**src/rtl/synth_pkg.sv**
```systemverilog
// rtl/synth_pkg.sv - shared types and default sizes for the synth voice path
package synth_pkg;

  localparam int DEF_NUM_UNITS  = 4;
  localparam int DEF_FREQ_WIDTH = 16;
  localparam int DEF_NOTE_WIDTH = 7;
  localparam int DEF_AGE_WIDTH  = 8;

  typedef enum logic [2:0] {
    ST_IDLE,
    ST_LOOKUP,
    ST_SEARCH,
    ST_GAP1,
    ST_GAP2
  } alloc_state_t;

endpackage

```
**src/rtl/note_freq_rom.sv**
```systemverilog
// rtl/note_freq_rom.sv - note number to integer Hz lookup, one-cycle registered read
// Ports:
//   clk, rst : clock and asynchronous active-high reset
//   note     : note number (0..127 for the default width)
//   freq     : round(440 * 2^((note-69)/12)) saturated to FREQ_WIDTH, valid one cycle after note
module note_freq_rom #(
  parameter int NOTE_WIDTH = 7,
  parameter int FREQ_WIDTH = 16
) (
  input  logic                  clk,
  input  logic                  rst,
  input  logic [NOTE_WIDTH-1:0] note,
  output logic [FREQ_WIDTH-1:0] freq
);

  localparam int FRAC = 20;
  localparam int PW   = 48;

  // Notes 0..11 in Q.20; every higher octave is an exact doubling, so the
  // table entry is shifted by the octave number and rounded once at the end.
  function automatic logic [23:0] base_q20(input int semi);
    case (semi)
      0:       base_q20 = 24'd8572947;
      1:       base_q20 = 24'd9082720;
      2:       base_q20 = 24'd9622807;
      3:       base_q20 = 24'd10195009;
      4:       base_q20 = 24'd10801236;
      5:       base_q20 = 24'd11443511;
      6:       base_q20 = 24'd12123977;
      7:       base_q20 = 24'd12844906;
      8:       base_q20 = 24'd13608704;
      9:       base_q20 = 24'd14417920;
      10:      base_q20 = 24'd15275254;
      11:      base_q20 = 24'd16183568;
      default: base_q20 = 24'd0;
    endcase
  endfunction

  logic [NOTE_WIDTH-1:0] octave;
  logic [NOTE_WIDTH-1:0] semi;
  logic [PW-1:0]         scaled;
  logic [PW-1:0]         rounded;
  logic [FREQ_WIDTH-1:0] freq_sat;

  always_comb begin
    octave   = note / NOTE_WIDTH'(12);
    semi     = note % NOTE_WIDTH'(12);
    scaled   = PW'(base_q20(int'(semi))) << octave;
    rounded  = (scaled + (PW'(1) << (FRAC - 1))) >> FRAC;
    freq_sat = rounded[FREQ_WIDTH-1:0];
    if (rounded > PW'({FREQ_WIDTH{1'b1}})) begin
      freq_sat = '1;
    end
  end

  always_ff @(posedge clk or posedge rst) begin
    if (rst) begin
      freq <= '0;
    end else begin
      freq <= freq_sat;
    end
  end

endmodule

```
**src/rtl/synth_voice_alloc.sv**
```systemverilog
// rtl/synth_voice_alloc.sv - polyphonic note-event to synthesis-unit allocator
// Ports:
//   ctl_clk, ctl_rst : only clock; asynchronous active-high reset
//   ev_valid/ev_ready, ev_note_on, ev_note : note event handshake (on/off + note number)
//   ch_in_use    : per-unit envelope-busy feedback from synth, looked at only in SEARCH
//   vco_freq_out : packed per-unit frequency, unit i at [FREQ_WIDTH*(i+1)-1 : FREQ_WIDTH*i]
//   trigger      : per-unit gate to synth
//   stolen       : one-cycle pulse when a held unit is taken for a new note
module synth_voice_alloc
  import synth_pkg::*;
#(
  parameter int NUM_UNITS  = DEF_NUM_UNITS,
  parameter int FREQ_WIDTH = DEF_FREQ_WIDTH,
  parameter int NOTE_WIDTH = DEF_NOTE_WIDTH,
  parameter int AGE_WIDTH  = DEF_AGE_WIDTH
) (
  input  logic                            ctl_clk,
  input  logic                            ctl_rst,
  input  logic                            ev_valid,
  output logic                            ev_ready,
  input  logic                            ev_note_on,
  input  logic [NOTE_WIDTH-1:0]           ev_note,
  input  logic [NUM_UNITS-1:0]            ch_in_use,
  output logic [FREQ_WIDTH*NUM_UNITS-1:0] vco_freq_out,
  output logic [NUM_UNITS-1:0]            trigger,
  output logic                            stolen
);

  localparam int UW = (NUM_UNITS > 1) ? $clog2(NUM_UNITS) : 1;
  localparam logic [AGE_WIDTH-1:0] AGE_MAX = '1;

  alloc_state_t          state, state_nxt;
  logic [NOTE_WIDTH-1:0] cur_note;
  logic                  cur_on;
  logic [FREQ_WIDTH-1:0] rom_freq;
  logic [NOTE_WIDTH-1:0] unit_note [NUM_UNITS];
  logic [AGE_WIDTH-1:0]  unit_age  [NUM_UNITS];
  logic [UW-1:0]         gap_unit;

  logic                  match_hit, free_hit, rel_hit;
  logic [UW-1:0]         match_idx, free_idx, rel_idx, old_idx;
  logic [AGE_WIDTH-1:0]  rel_age, old_age;

  logic                  act_direct, act_gap, act_off, act_steal;
  logic [UW-1:0]         act_unit;

  note_freq_rom #(
    .NOTE_WIDTH (NOTE_WIDTH),
    .FREQ_WIDTH (FREQ_WIDTH)
  ) u_rom (
    .clk  (ctl_clk),
    .rst  (ctl_rst),
    .note (cur_note),
    .freq (rom_freq)
  );

  // Candidate units. Strict '>' keeps age ties on the lowest index. The
  // oldest-overall pick is only used when every unit is held.
  always_comb begin
    match_hit = 1'b0;
    free_hit  = 1'b0;
    rel_hit   = 1'b0;
    match_idx = '0;
    free_idx  = '0;
    rel_idx   = '0;
    rel_age   = '0;
    old_idx   = '0;
    old_age   = unit_age[0];
    for (int i = 0; i < NUM_UNITS; i++) begin
      if (trigger[i]) begin
        if (!match_hit && unit_note[i] == cur_note) begin
          match_hit = 1'b1;
          match_idx = UW'(i);
        end
      end else begin
        if (!free_hit && !ch_in_use[i]) begin
          free_hit = 1'b1;
          free_idx = UW'(i);
        end
        if (!rel_hit || unit_age[i] > rel_age) begin
          rel_hit = 1'b1;
          rel_idx = UW'(i);
          rel_age = unit_age[i];
        end
      end
      if (unit_age[i] > old_age) begin
        old_idx = UW'(i);
        old_age = unit_age[i];
      end
    end
  end

  always_ff @(posedge ctl_clk or posedge ctl_rst) begin
    if (ctl_rst) begin
      state <= ST_IDLE;
    end else begin
      state <= state_nxt;
    end
  end

  always_comb begin
    state_nxt  = state;
    act_direct = 1'b0;
    act_gap    = 1'b0;
    act_off    = 1'b0;
    act_steal  = 1'b0;
    act_unit   = '0;
    case (state)
      ST_IDLE:   if (ev_valid) state_nxt = ST_LOOKUP;
      ST_LOOKUP: state_nxt = ST_SEARCH;
      ST_SEARCH: begin
        state_nxt = ST_IDLE;
        if (!cur_on) begin
          act_off  = match_hit;
          act_unit = match_idx;
        end else if (match_hit) begin
          act_gap   = 1'b1;
          act_unit  = match_idx;
          state_nxt = ST_GAP1;
        end else if (free_hit) begin
          act_direct = 1'b1;
          act_unit   = free_idx;
        end else if (rel_hit) begin
          act_direct = 1'b1;
          act_unit   = rel_idx;
        end else begin
          act_gap   = 1'b1;
          act_steal = 1'b1;
          act_unit  = old_idx;
          state_nxt = ST_GAP1;
        end
      end
      ST_GAP1:   state_nxt = ST_GAP2;
      ST_GAP2:   state_nxt = ST_IDLE;
      default:   state_nxt = ST_IDLE;
    endcase
  end

  assign ev_ready = (state == ST_IDLE);

  always_ff @(posedge ctl_clk or posedge ctl_rst) begin
    if (ctl_rst) begin
      cur_note     <= '0;
      cur_on       <= 1'b0;
      gap_unit     <= '0;
      stolen       <= 1'b0;
      trigger      <= '0;
      vco_freq_out <= '0;
      for (int i = 0; i < NUM_UNITS; i++) begin
        unit_note[i] <= '0;
        unit_age[i]  <= '0;
      end
    end else begin
      stolen <= act_steal;
      if (state == ST_IDLE && ev_valid) begin
        cur_note <= ev_note;
        cur_on   <= ev_note_on;
      end
      if (act_gap) begin
        gap_unit <= act_unit;
      end
      // Ages move at decision time for every note-on, including retriggers.
      if (act_direct || act_gap) begin
        for (int i = 0; i < NUM_UNITS; i++) begin
          if (UW'(i) == act_unit) begin
            unit_age[i] <= '0;
          end else if (unit_age[i] != AGE_MAX) begin
            unit_age[i] <= unit_age[i] + 1'b1;
          end
        end
      end
      if (act_off || act_gap) begin
        trigger[act_unit] <= 1'b0;
      end
      if (act_direct) begin
        vco_freq_out[act_unit*FREQ_WIDTH +: FREQ_WIDTH] <= rom_freq;
        unit_note[act_unit]                             <= cur_note;
        trigger[act_unit]                               <= 1'b1;
      end
      // The gate was held low through GAP1/GAP2 so the envelope sees a release.
      if (state == ST_GAP2) begin
        vco_freq_out[gap_unit*FREQ_WIDTH +: FREQ_WIDTH] <= rom_freq;
        unit_note[gap_unit]                             <= cur_note;
        trigger[gap_unit]                               <= 1'b1;
      end
    end
  end

endmodule

```
**config.mk**
```make
export PLATFORM = sky130hd
export DESIGN_NAME = synth_voice_alloc
export DESIGN_NICKNAME = d
export VERILOG_FILES = /design/src/rtl/synth_pkg.sv /design/src/rtl/note_freq_rom.sv /design/src/rtl/synth_voice_alloc.sv
export SDC_FILE = /design/constraint.sdc
export NUM_CORES = 1
export LEC_CHECK = 0
export ABC_CLOCK_PERIOD_IN_PS = 11700
export CORE_MARGIN = 2
export CORE_UTILIZATION = 60
export CTS_CLUSTER_DIAMETER = 40
export DETAILED_ROUTE_END_ITERATION = 8
export GPL_TIMING_DRIVEN = 0
export PLACE_DENSITY = 0.81
export SYNTH_ARGS = -nofsm -noshare
export SYNTH_HDL_FRONTEND = slang
export SYNTH_SLANG_ARGS = --single-unit
```
**constraint.sdc**
```tcl
create_clock -name ctl_clk -period 11.7 [get_ports ctl_clk]
set_clock_uncertainty 0.1 [all_clocks]
set_input_delay 1.755 -clock ctl_clk [delete_from_list [all_inputs] [get_ports ctl_clk]]
set_output_delay 1.755 -clock ctl_clk [all_outputs]
set_load 0.02 [all_outputs]
```
==> Word-level counts from Yosys, hierarchy flattened <==
Memories as Yosys holds them, arrays and structs flattened.
Index checks and enable logic that the tools add are counted.
{ "totals": {"reg_bits": 158, "romBits": 384, "input_bits": 15, "out_inout_bits": 70, "wordCells": 212, "n_memories": 1} }
{ "op_classes": {"add_sub_neg": 7, "n_div": 2, "n_lt_le_gt_ge": 15, "n_eq_ne": 16, "n_shift": 5, "mux": 106, "bitwise": 6, "reduce_logical": 38} }
{ "mem_list": {"columns": ["name", "words", "width", "read_ports", "rd_ports_with_merged_regs", "wr", "line_no", "text"], "rows": [
  ["(no name shown)", 16, 24, 1, 0, 0, "note_freq_rom.sv:22", "case (semi)"]
]} }
{ "ops": {"columns": ["op", "count"], "rows": [
  ["$bwmux 64", 2],
  ["$mux 64", 2],
  ["$shift 16x34->64 const A", 2],
  ["$shiftx 16x34->64", 2],
  ["$mux 8", 15],
  ["$neg 6->34", 2],
  ["$bwmux 28", 2],
  ["$mux 28", 2],
  ["$add 48x20->48 const B", 1],
  ["$gt 8x8->1", 6],
  ["$shl 24x7->48", 1],
  ["$mux 1", 47],
  ["$mux 2", 23],
  ["$add 8x1->8 const B", 4],
  ["$ne 8x8->1 const B", 4],
  ["$demux 7 s2", 2],
  ["$eq 7x7->1", 4],
  ["$gt 28x16->1 const B", 1],
  ["$mux 24", 1],
  ["$mux 16", 1],
  ["$mux 7", 2],
  ["$mux 4", 3],
  ["$pmux 3 s4", 1],
  ["$logic_and 1x1->1", 11],
  ["other kinds (24)", 54]
]} }

==> Longest topological paths before layout <==
Gate-level depths: netlist of run 1.
{ "depth": {"ltp_word": 29, "depth_mapped": 44, "ltp_nobuf": 40} }

==> Modules after synthesis <==
Synthesis of run 1 repeated with hierarchy kept, for this count alone.
{ "hier_totals": {"cells_unflattened": 1285, "area_unflattened_um2": 11438.5} }
{ "modules_own_cells": {"columns": ["module", "n_inst", "cells_per_inst", "area_each_um2", "seq_area_each_um2"], "rows": [
  ["synth_voice_alloc", 1, 883, 8541.9, 3553.4],
  ["note_freq_rom", 1, 402, 2896.5, 400.4]
]} }

==> Worst setup path after synthesis of run 1 <==
No wires, ideal clock.
{ "synth_path": {"path_type": "register -> register", "from": "register trigger[0]", "to": "register vco_freq_out[10]", "setup_time_ns": 0.120, "arrival_time_ns": 8.404, "required_time_ns": 11.480, "setup_slack_ns": 3.076, "path_stages_with_launch": 43, "n_path_buf": 5, "period_less_slack_ns": 8.624, "path_cell_list": "dfrtp_1 clkbuf_1 clkinv_1 nand2_1 ha_1 nor2b_1 o21a_1 o21a_1 o211ai_1 a21boi_0 o31ai_1 a21oi_1 a22oi_1 ha_1 nor2b_1 o21a_1 o21a_1 o21a_1 [7 not listed] o21a_1 o21a_1 o21a_1 o21a_1 o211ai_1 a31oi_1 a2111o_1 clkbuf_1 nand2_1 buf_2 ha_1 inv_1 nor3_1 and3_1 a21oi_1 clkbuf_1 a22o_1 a31o_2"} }
{ "synth_via": {"elab_chain_len": 24, "elab_cells_between_ends": 81, "classes_between": "add/sub (1); order compare (3); shift (2); mux (58); reduce/logical (17)"} }
{ "synth_lines": {"columns": ["element", "line_no", "text"], "rows": [
  ["start, declared", "synth_voice_alloc.sv:25", "output logic [NUM_UNITS-1:0] trigger,"],
  ["start signal, assigned", "synth_voice_alloc.sv:147", "trigger <= '0;"],
  ["start signal, assigned by index", "synth_voice_alloc.sv:173", "trigger[act_unit] <= 1'b0;"],
  ["start signal, assigned by index", "synth_voice_alloc.sv:178", "trigger[act_unit] <= 1'b1;"],
  ["$mux 8", "synth_voice_alloc.sv:70", "if (trigger[i]) begin"],
  ["$gt 8x8->1", "synth_voice_alloc.sv:80", "if (!rel_hit || unit_age[i] > rel_age) begin"],
  ["$logic_or 1x1->1", "synth_voice_alloc.sv:80", null],
  ["$mux 8 / $mux 1 (equally long branches)", "synth_voice_alloc.sv:80", null],
  ["$mux 8 / $mux 1 (equally long branches)", "synth_voice_alloc.sv:70", null],
  ["$gt 8x8->1 / $logic_not 1->1 (equally long branches)", "synth_voice_alloc.sv:80", null],
  ["$logic_or 1x1->1", "synth_voice_alloc.sv:80", null],
  ["$mux 8 / $mux 1 (equally long branches)", "synth_voice_alloc.sv:80", null],
  ["[8 not listed]", null, null],
  ["$mux 2", "synth_voice_alloc.sv:113", "if (!cur_on) begin"],
  ["$mux 2", "synth_voice_alloc.sv:108", "case (state)"],
  ["$neg 6->34", "synth_voice_alloc.sv:176", "vco_freq_out[act_unit*FREQ_WIDTH +: FREQ_WIDTH] <= rom_freq;"],
  ["$shiftx 16x34->64 / $shift 16x34->64 (equally long branches)", "synth_voice_alloc.sv:176", null],
  ["$bwmux 64", "synth_voice_alloc.sv:176", null],
  ["$mux 64 (*)", "synth_voice_alloc.sv:175", "if (act_direct) begin"],
  ["$bwmux 64", "synth_voice_alloc.sv:182", "vco_freq_out[gap_unit*FREQ_WIDTH +: FREQ_WIDTH] <= rom_freq;"],
  ["$mux 64 (*)", "synth_voice_alloc.sv:181", "if (state == ST_GAP2) begin"],
  ["end signal, assigned by index", "synth_voice_alloc.sv:176", null],
  ["end signal, assigned by index", "synth_voice_alloc.sv:182", null],
  ["end, declared", "synth_voice_alloc.sv:24", "output logic [FREQ_WIDTH*NUM_UNITS-1:0] vco_freq_out,"]
]} }
Mark *: on every way between the ends. The rest lies on a longest branch, timed or not.
A chain may end at the register's enable or synchronous reset.

==> Worst setup path after layout of run 1 <==
Ends and elaborated chain as after synthesis.

==> results of run 1 <==
-- synth_stat cells, drive strengths merged, types with 5 or more instances --
cell type / number
dfrtp: 158
nand2: 142
o21ai: 99
nor2: 93
ha: 76
a21oi: 52
xnor2: 51
a22oi: 47
buf: 42
clkbuf: 42
inv: 42
nand4: 41
nor3: 38
nand3: 32
mux2: 26
nor2b: 26
o21a: 24
a22o: 18
a32o: 18
nand2b: 18
o22ai: 18
a31o: 17
o211ai: 17
a31oi: 14
xor2: 10
a211oi: 8
a21o: 8
a32oi: 8
nand3b: 8
o31ai: 8
or3: 8
and3: 7
nor4: 7
nor3b: 6
o221ai: 5
-- metrics by stage --
stage          cell area (um^2)  hold WS (ns)  cells  total power, mW
2_1_floorplan             11500         0.366   1320             2.91
3_3_place_gp              12700         0.373   1638             3.69
3_5_place_dp              12700         0.380   1639             3.74
4_1_cts                   13300         0.397   1671             4.33
5_1_grt                   13300         0.405   1671             4.69
6_report                  13300         0.393   1671             4.43
-- report_power, final --
group          switching (mW)  internal (mW)  leakage, nW
sequential              0.206          0.714         2.06
combinational            1.80           1.14         3.19
clock                   0.279          0.291        0.294
total                    2.28           2.14         5.54
-- registers in the layout, summed over array words and instances, names as in the netlist --
name          count
vco_freq_out     64
unit_age         32
unit_note        28
u_rom.freq       16
cur_note          7
trigger           4
state             3
gap_unit          2
cur_on            1
stolen            1
-- metal layers --
layer  wire length (um)  up-vias
met3               3670      141
met4               1520        0
met2              17400      787
met1              15100     5448
met5                  0        -
li1                   -     5122
-- layout by cell type, fill, tap and decap left out, types with 8 or more instances in the layout --
cell,synthesis,routed
a211oi_1,8,8
a21o_1,8,8
a21oi_1,52,52
a22o_1,18,18
a22oi_1,47,47
a31o_2,17,17
a31oi_1,14,14
a32o_1,17,17
a32oi_1,8,8
buf_2,20,20
buf_4,15,15
clkbuf_1,42,42
clkbuf_16,0,17
clkdlybuf4s50_1,0,84
dfrtp_1,158,158
ha_1,76,76
inv_1,40,39
mux2_2,25,25
nand2_1,142,142
nand2b_1,18,18
nand3_1,32,32
nand3b_1,8,8
nand4_1,41,41
nor2_1,92,92
nor2b_1,26,26
nor3_1,38,37
o211ai_1,17,17
o21a_1,24,24
o21ai_0,94,94
o22ai_1,17,17
or3_1,8,8
xnor2_1,51,51
xor2_1,9,9
-- cell type report --
type / instances / area, um^2 / share of cell area
multi-input combinational: 1034 / 6990 / 0.525
buffer: 84 / 419 / 0.0315
clock buffer: 17 / 425 / 0.0320
sequential: 158 / 3950 / 0.297
clock inverter: 15 / 190 / 0.0143
tap: 234 / 293 / 0.0220
timing repair buffer: 85 / 868 / 0.0652
inverter: 44 / 170 / 0.0128
-- cell families after synthesis --
logic type / after synthesis
buffers and inverters: 128
flip-flops: 158
adder cells (fa/ha/maj): 78
multiplexers: 30
XOR/XNOR: 61
AND/OR/NAND/NOR: 449
AO/OA/AOI/OAI: 414
other: 1
-- path summary, 6_finish.rpt --
path	slack, ns	endpoint
worst max register to register	0.79	vco_freq_out[10]
min in group asynchronous	1.65	u_rom.freq[14]
worst min register to register	0.39	vco_freq_out[40]
worst max-delay path	0.79	vco_freq_out[10]
max in group asynchronous	8.96	unit_age[5]
worst min-delay path	0.39	vco_freq_out[40]
-- repair_timing --
action                     4_1_cts  5_1_grt
hold buffers                     0        0
setup buffers                    0        0
resized for setup                0        1
setup endpoints to repair        0       10
==> impl_metrics.json, run 1 <==
{
  "die_h_um": 143,
  "grt_max_degree": 102,
  "fin_nets": 1515,
  "grt_use_met2": 0.602,
  "avgSynthCellArea_um2": 8.73,
  "final_util": 0.709,
  "num_rows": 50,
  "synthFlopType": "dfrtp_1",
  "cp.required_ns": 11.97,
  "grt-busiest-layer": "met2",
  "synthArstFlopShare": 1.00,
  "cp.arrival_ns": 11.19,
  "clock_sinks": 158,
  "clock_path_buffers": 2,
  "finalCritPeriodShare": 0.933,
  "antennaDiodeCount": 0,
  "synth-xor-area-share": 0.0470,
  "synth_mux_area_frac": 0.0289,
  "cap_viol_max_count": 0,
  "coreArea_um2": 18800,
  "clockRootBuffer": "clkbuf_16",
  "cp_max_fo": 12,
  "dpl.hpwl_um": 27600,
  "crit_top_cell": "o21a_1",
  "grt_pass1_wl_um": 59600,
  "antenna_found_initial": 0,
  "status": "completed",
  "wirelength_um": 37700,
  "tightest_slew_ns": 1.38,
  "synth_area_um2": 11500,
  "setup_slack_ns": 0.787,
  "synth_edf_count": 0,
  "drtAntennaViolNets": 0,
  "slew_headroom": 0.0676,
  "vdd_drop_max_v": 0.000183,
  "ys_seq_area_frac": 0.343,
  "cp.depth": 42,
  "drc": 0,
  "drive_gt1_frac": 0.0919,
  "finalSetupTns_ns": 0,
  "setup_violations": 0,
  "yosys.area.top_type": "dfrtp_1",
  "criticalPathCategory": "flip-flop to flip-flop",
  "min-delay-start": "vco_freq_out[40]",
  "cts_htree_levels": 4,
  "synth_area_leaders": "dfrtp_1 34%, ha_1 8.3%, nand2_1 4.6%, o21ai_0 4.1%, xnor2_1 3.9%",
  "synth_fa_ha_area_frac": 0.0843,
  "vias": 11500,
  "hold_depth": 1,
  "grtUsageTotal": 0.375,
  "use_met3": 0.0666,
  "io_buffer_count": 84,
  "synth_top_family_by_area": "compound AO/OA/AOI/OAI gates",
  "worstReg2RegStart": "trigger[0]",
  "vias_per_cell": 6.88,
  "synth.top_cell.area_share": 0.343,
  "synth-simple-area-share": 0.193,
  "clk_pin_slew_ns": 0.08,
  "crit_buf_inv": 8,
  "dieArea_um2": 20300,
  "gp_congestion": 1.02,
  "start_kind": "flip-flop",
  "min_period_ns": 10.91,
  "hp-class": "flip-flop to flip-flop",
  "maxSlewViolCount": 0,
  "first_pass_iters": 6,
  "clk_latency_ns": 0.44,
  "rsz0062_at_grt": "false",
  "cts_tree": "done",
  "wl_per_cell_um": 22.6,
  "die_w_um": 143,
  "ys_seq_elements": 158,
  "start_util": 0.614,
  "use_met1": 0.501,
  "cp_top_family": "compound AO/OA/AOI/OAI gates",
  "syn_inst": 1319,
  "grt_pass1_vias": 10800,
  "numCtsBuffers": 17,
  "area_delta_synth_final_pct": 15.5,
  "ys_types": 91,
  "critPathMaxStageDelay_ns": 0.55,
  "worst_setup_path_end_kind": "flip-flop",
  "r2r_cells": 42,
  "ys_warn_count": 0,
  "hold_violations": 0,
  "startpoint": "trigger[0]",
  "grt-ovfl-total": 0,
  "fillers": 1413,
  "powerDensity_nw_per_um2": 333,
  "fmax_ghz": 0.0916,
  "ioPinCount": 85,
  "synth_compound_area_frac": 0.253,
  "crit_slowest_cell": "nor3_2",
  "leakagePower_nw": 5.54,
  "first_iter_violations": 1458,
  "place_worst_setup_slack_ns": 0.795
}
Note: power is estimated with default switching activity, not from simulation.
==> run 2, diff against run 1 <==
RECOVER_POWER = 50   (was default)
==> impl_metrics.json, run 2 (same netlist as run 1, synthesis figures left out) <==
{
  "cts_htree_levels": 4,
  "finish.instance_area_um2": 13300,
  "gp_congestion": 1.02,
  "criticalPathCategory": "flip-flop to flip-flop",
  "rsz0062_at_grt": "false",
  "vdd_drop_max_v": 0.000182,
  "wl_per_cell_um": 22.5,
  "hold_violations": 0,
  "setup_violations": 0,
  "ioPinCount": 85,
  "seq_area_um2": 3950,
  "fillers": 1417,
  "multi_input_area_um2": 6990,
  "violations": "max-capacitance violations, max-slew violations",
  "clk_pin_slew_ns": 0.08,
  "dieArea_um2": 20300,
  "stdcell_count": 1671,
  "setup_slack_ns": 0.710,
  "dpl.hpwl_um": 27600,
  "grt_max_degree": 102,
  "first_iter_violations": 1538,
  "critPathMaxStageDelay_ns": 0.55,
  "detailed_place.area_um2": 12700,
  "numCtsBuffers": 17,
  "cp.required_ns": 11.98,
  "grt-ovfl-total": 0,
  "antennaDiodeCount": 0,
  "fmax_ghz": 0.0910,
  "cp.arrival_ns": 11.27,
  "hp-class": "flip-flop to flip-flop",
  "place_worst_setup_slack_ns": 0.795,
  "cts_tree": "done",
  "finalPower_mw": 4.41,
  "clock_path_buffers": 2,
  "start_util": 0.614,
  "layout_common_cells": "158 x dfrtp_1, 142 x nand2_1, 94 x o21ai_0, 92 x nor2_1, 76 x ha_1",
  "slew_headroom": -2.61,
  "vias": 11500,
  "worst_setup_path_end_kind": "flip-flop",
  "vias_per_cell": 6.87,
  "num_rows": 50,
  "clock_sinks": 158,
  "drtAntennaViolNets": 0,
  "post_cts_buffers": 0,
  "grt_pass1_vias": 10800,
  "leakagePower_nw": 5.59,
  "largest_register_ffs": 64,
  "cts-hold-fix-buffers": 0,
  "hold_ws_ns": 0.387,
  "final_util": 0.708,
  "fin_nets": 1515,
  "top_regs": "vco_freq_out (64), unit_age (32), unit_note (28)",
  "top_register": "vco_freq_out",
  "first_pass_iters": 8,
  "die_h_um": 143,
  "grtUsageTotal": 0.375,
  "hold_depth": 1,
  "grt_pass1_wl_um": 59600,
  "tightest_slew_ns": 5.41,
  "maxSlewViolCount": 161,
  "dp_cells": 1639,
  "die_w_um": 143,
  "drc": 0,
  "final_common_cell": "dfrtp_1",
  "cts_resized": 0,
  "min_period_ns": 10.99,
  "clk_latency_ns": 0.44,
  "wirelength_um": 37700,
  "clockRootBuffer": "clkbuf_16",
  "start_kind": "flip-flop",
  "io_buffer_count": 84,
  "drive_gt1_frac": 0.0898,
  "powerDensity_nw_per_um2": 332,
  "r2r_cells": 42,
  "finalSetupTns_ns": 0,
  "crit_top_cell": "o21a_1",
  "cap_viol_max_count": 2,
  "finalCritPeriodShare": 0.939,
  "status": "complete, but fails checks",
  "antenna_found_initial": 0,
  "crit_slowest_cell": "nor3_2",
  "cp_max_fo": 12,
  "coreArea_um2": 18800,
  "area_delta_synth_final_pct": 15.3
}
## run 2: cell count changes in the layout (fill, tap and decap cells not counted), sizes merged
cell | previous run | this run
dlygate4sd3 | 0 | 25
buf | 43 | 40
clkdlybuf4s50 | 84 | 59
clkbuf | 59 | 62
inv | 48 | 47
clkinvlp | 1 | 2
## run 2: cell type report
| class | instances | area share |
|---|---|---|
| flip-flops and latches | 158 | 0.298 |
| inverters | 44 | 0.0125 |
| multi-input cells | 1034 | 0.526 |
| plain buffers | 84 | 0.0314 |
| clock inverters | 15 | 0.0143 |
| clock buffers | 17 | 0.0320 |
| well taps | 234 | 0.0220 |
| repair buffers | 85 | 0.0636 |
## run 2: per-layer routing
metal  share of wire  GRT usage  routed length, um
met1            0.40      0.501              15100
met4           0.043      0.159               1610
met3           0.095     0.0666               3570
met5               0          0                  0
met2            0.46      0.602              17400
## run 2: critical path, delay by kind of cell (launching register included)
family	cells	cell delay, ns
buffers and inverters	8	2.76
muxes	1	0.41
adders and majority gates	4	1.12
and+or+nand+nor	8	1.84
DFF	1	0.35
AOI/OAI and AO/OA	21	4.33
## run 2: report_power, final
part / internal, mW / leakage (nW) / total [mW] / switching (mW)
Clock: 0.291 / 0.294 / 0.569 / 0.278
Combinational: 1.13 / 3.23 / 2.92 / 1.79
Sequential: 0.714 / 2.06 / 0.919 / 0.205
Total: 2.14 / 5.59 / 4.41 / 2.28
## run 2: final timing paths
kind,startpoint,endpoint,slack (ns)
min,vco_freq_out[40],vco_freq_out[40],0.39
max reg2reg,trigger[0],vco_freq_out[10],0.71
min in group asynchronous,ctl_rst,vco_freq_out[24],2.34
min reg2reg,vco_freq_out[40],vco_freq_out[40],0.39
max,trigger[0],vco_freq_out[10],0.71
max in group asynchronous,ctl_rst,unit_note[8],3.19
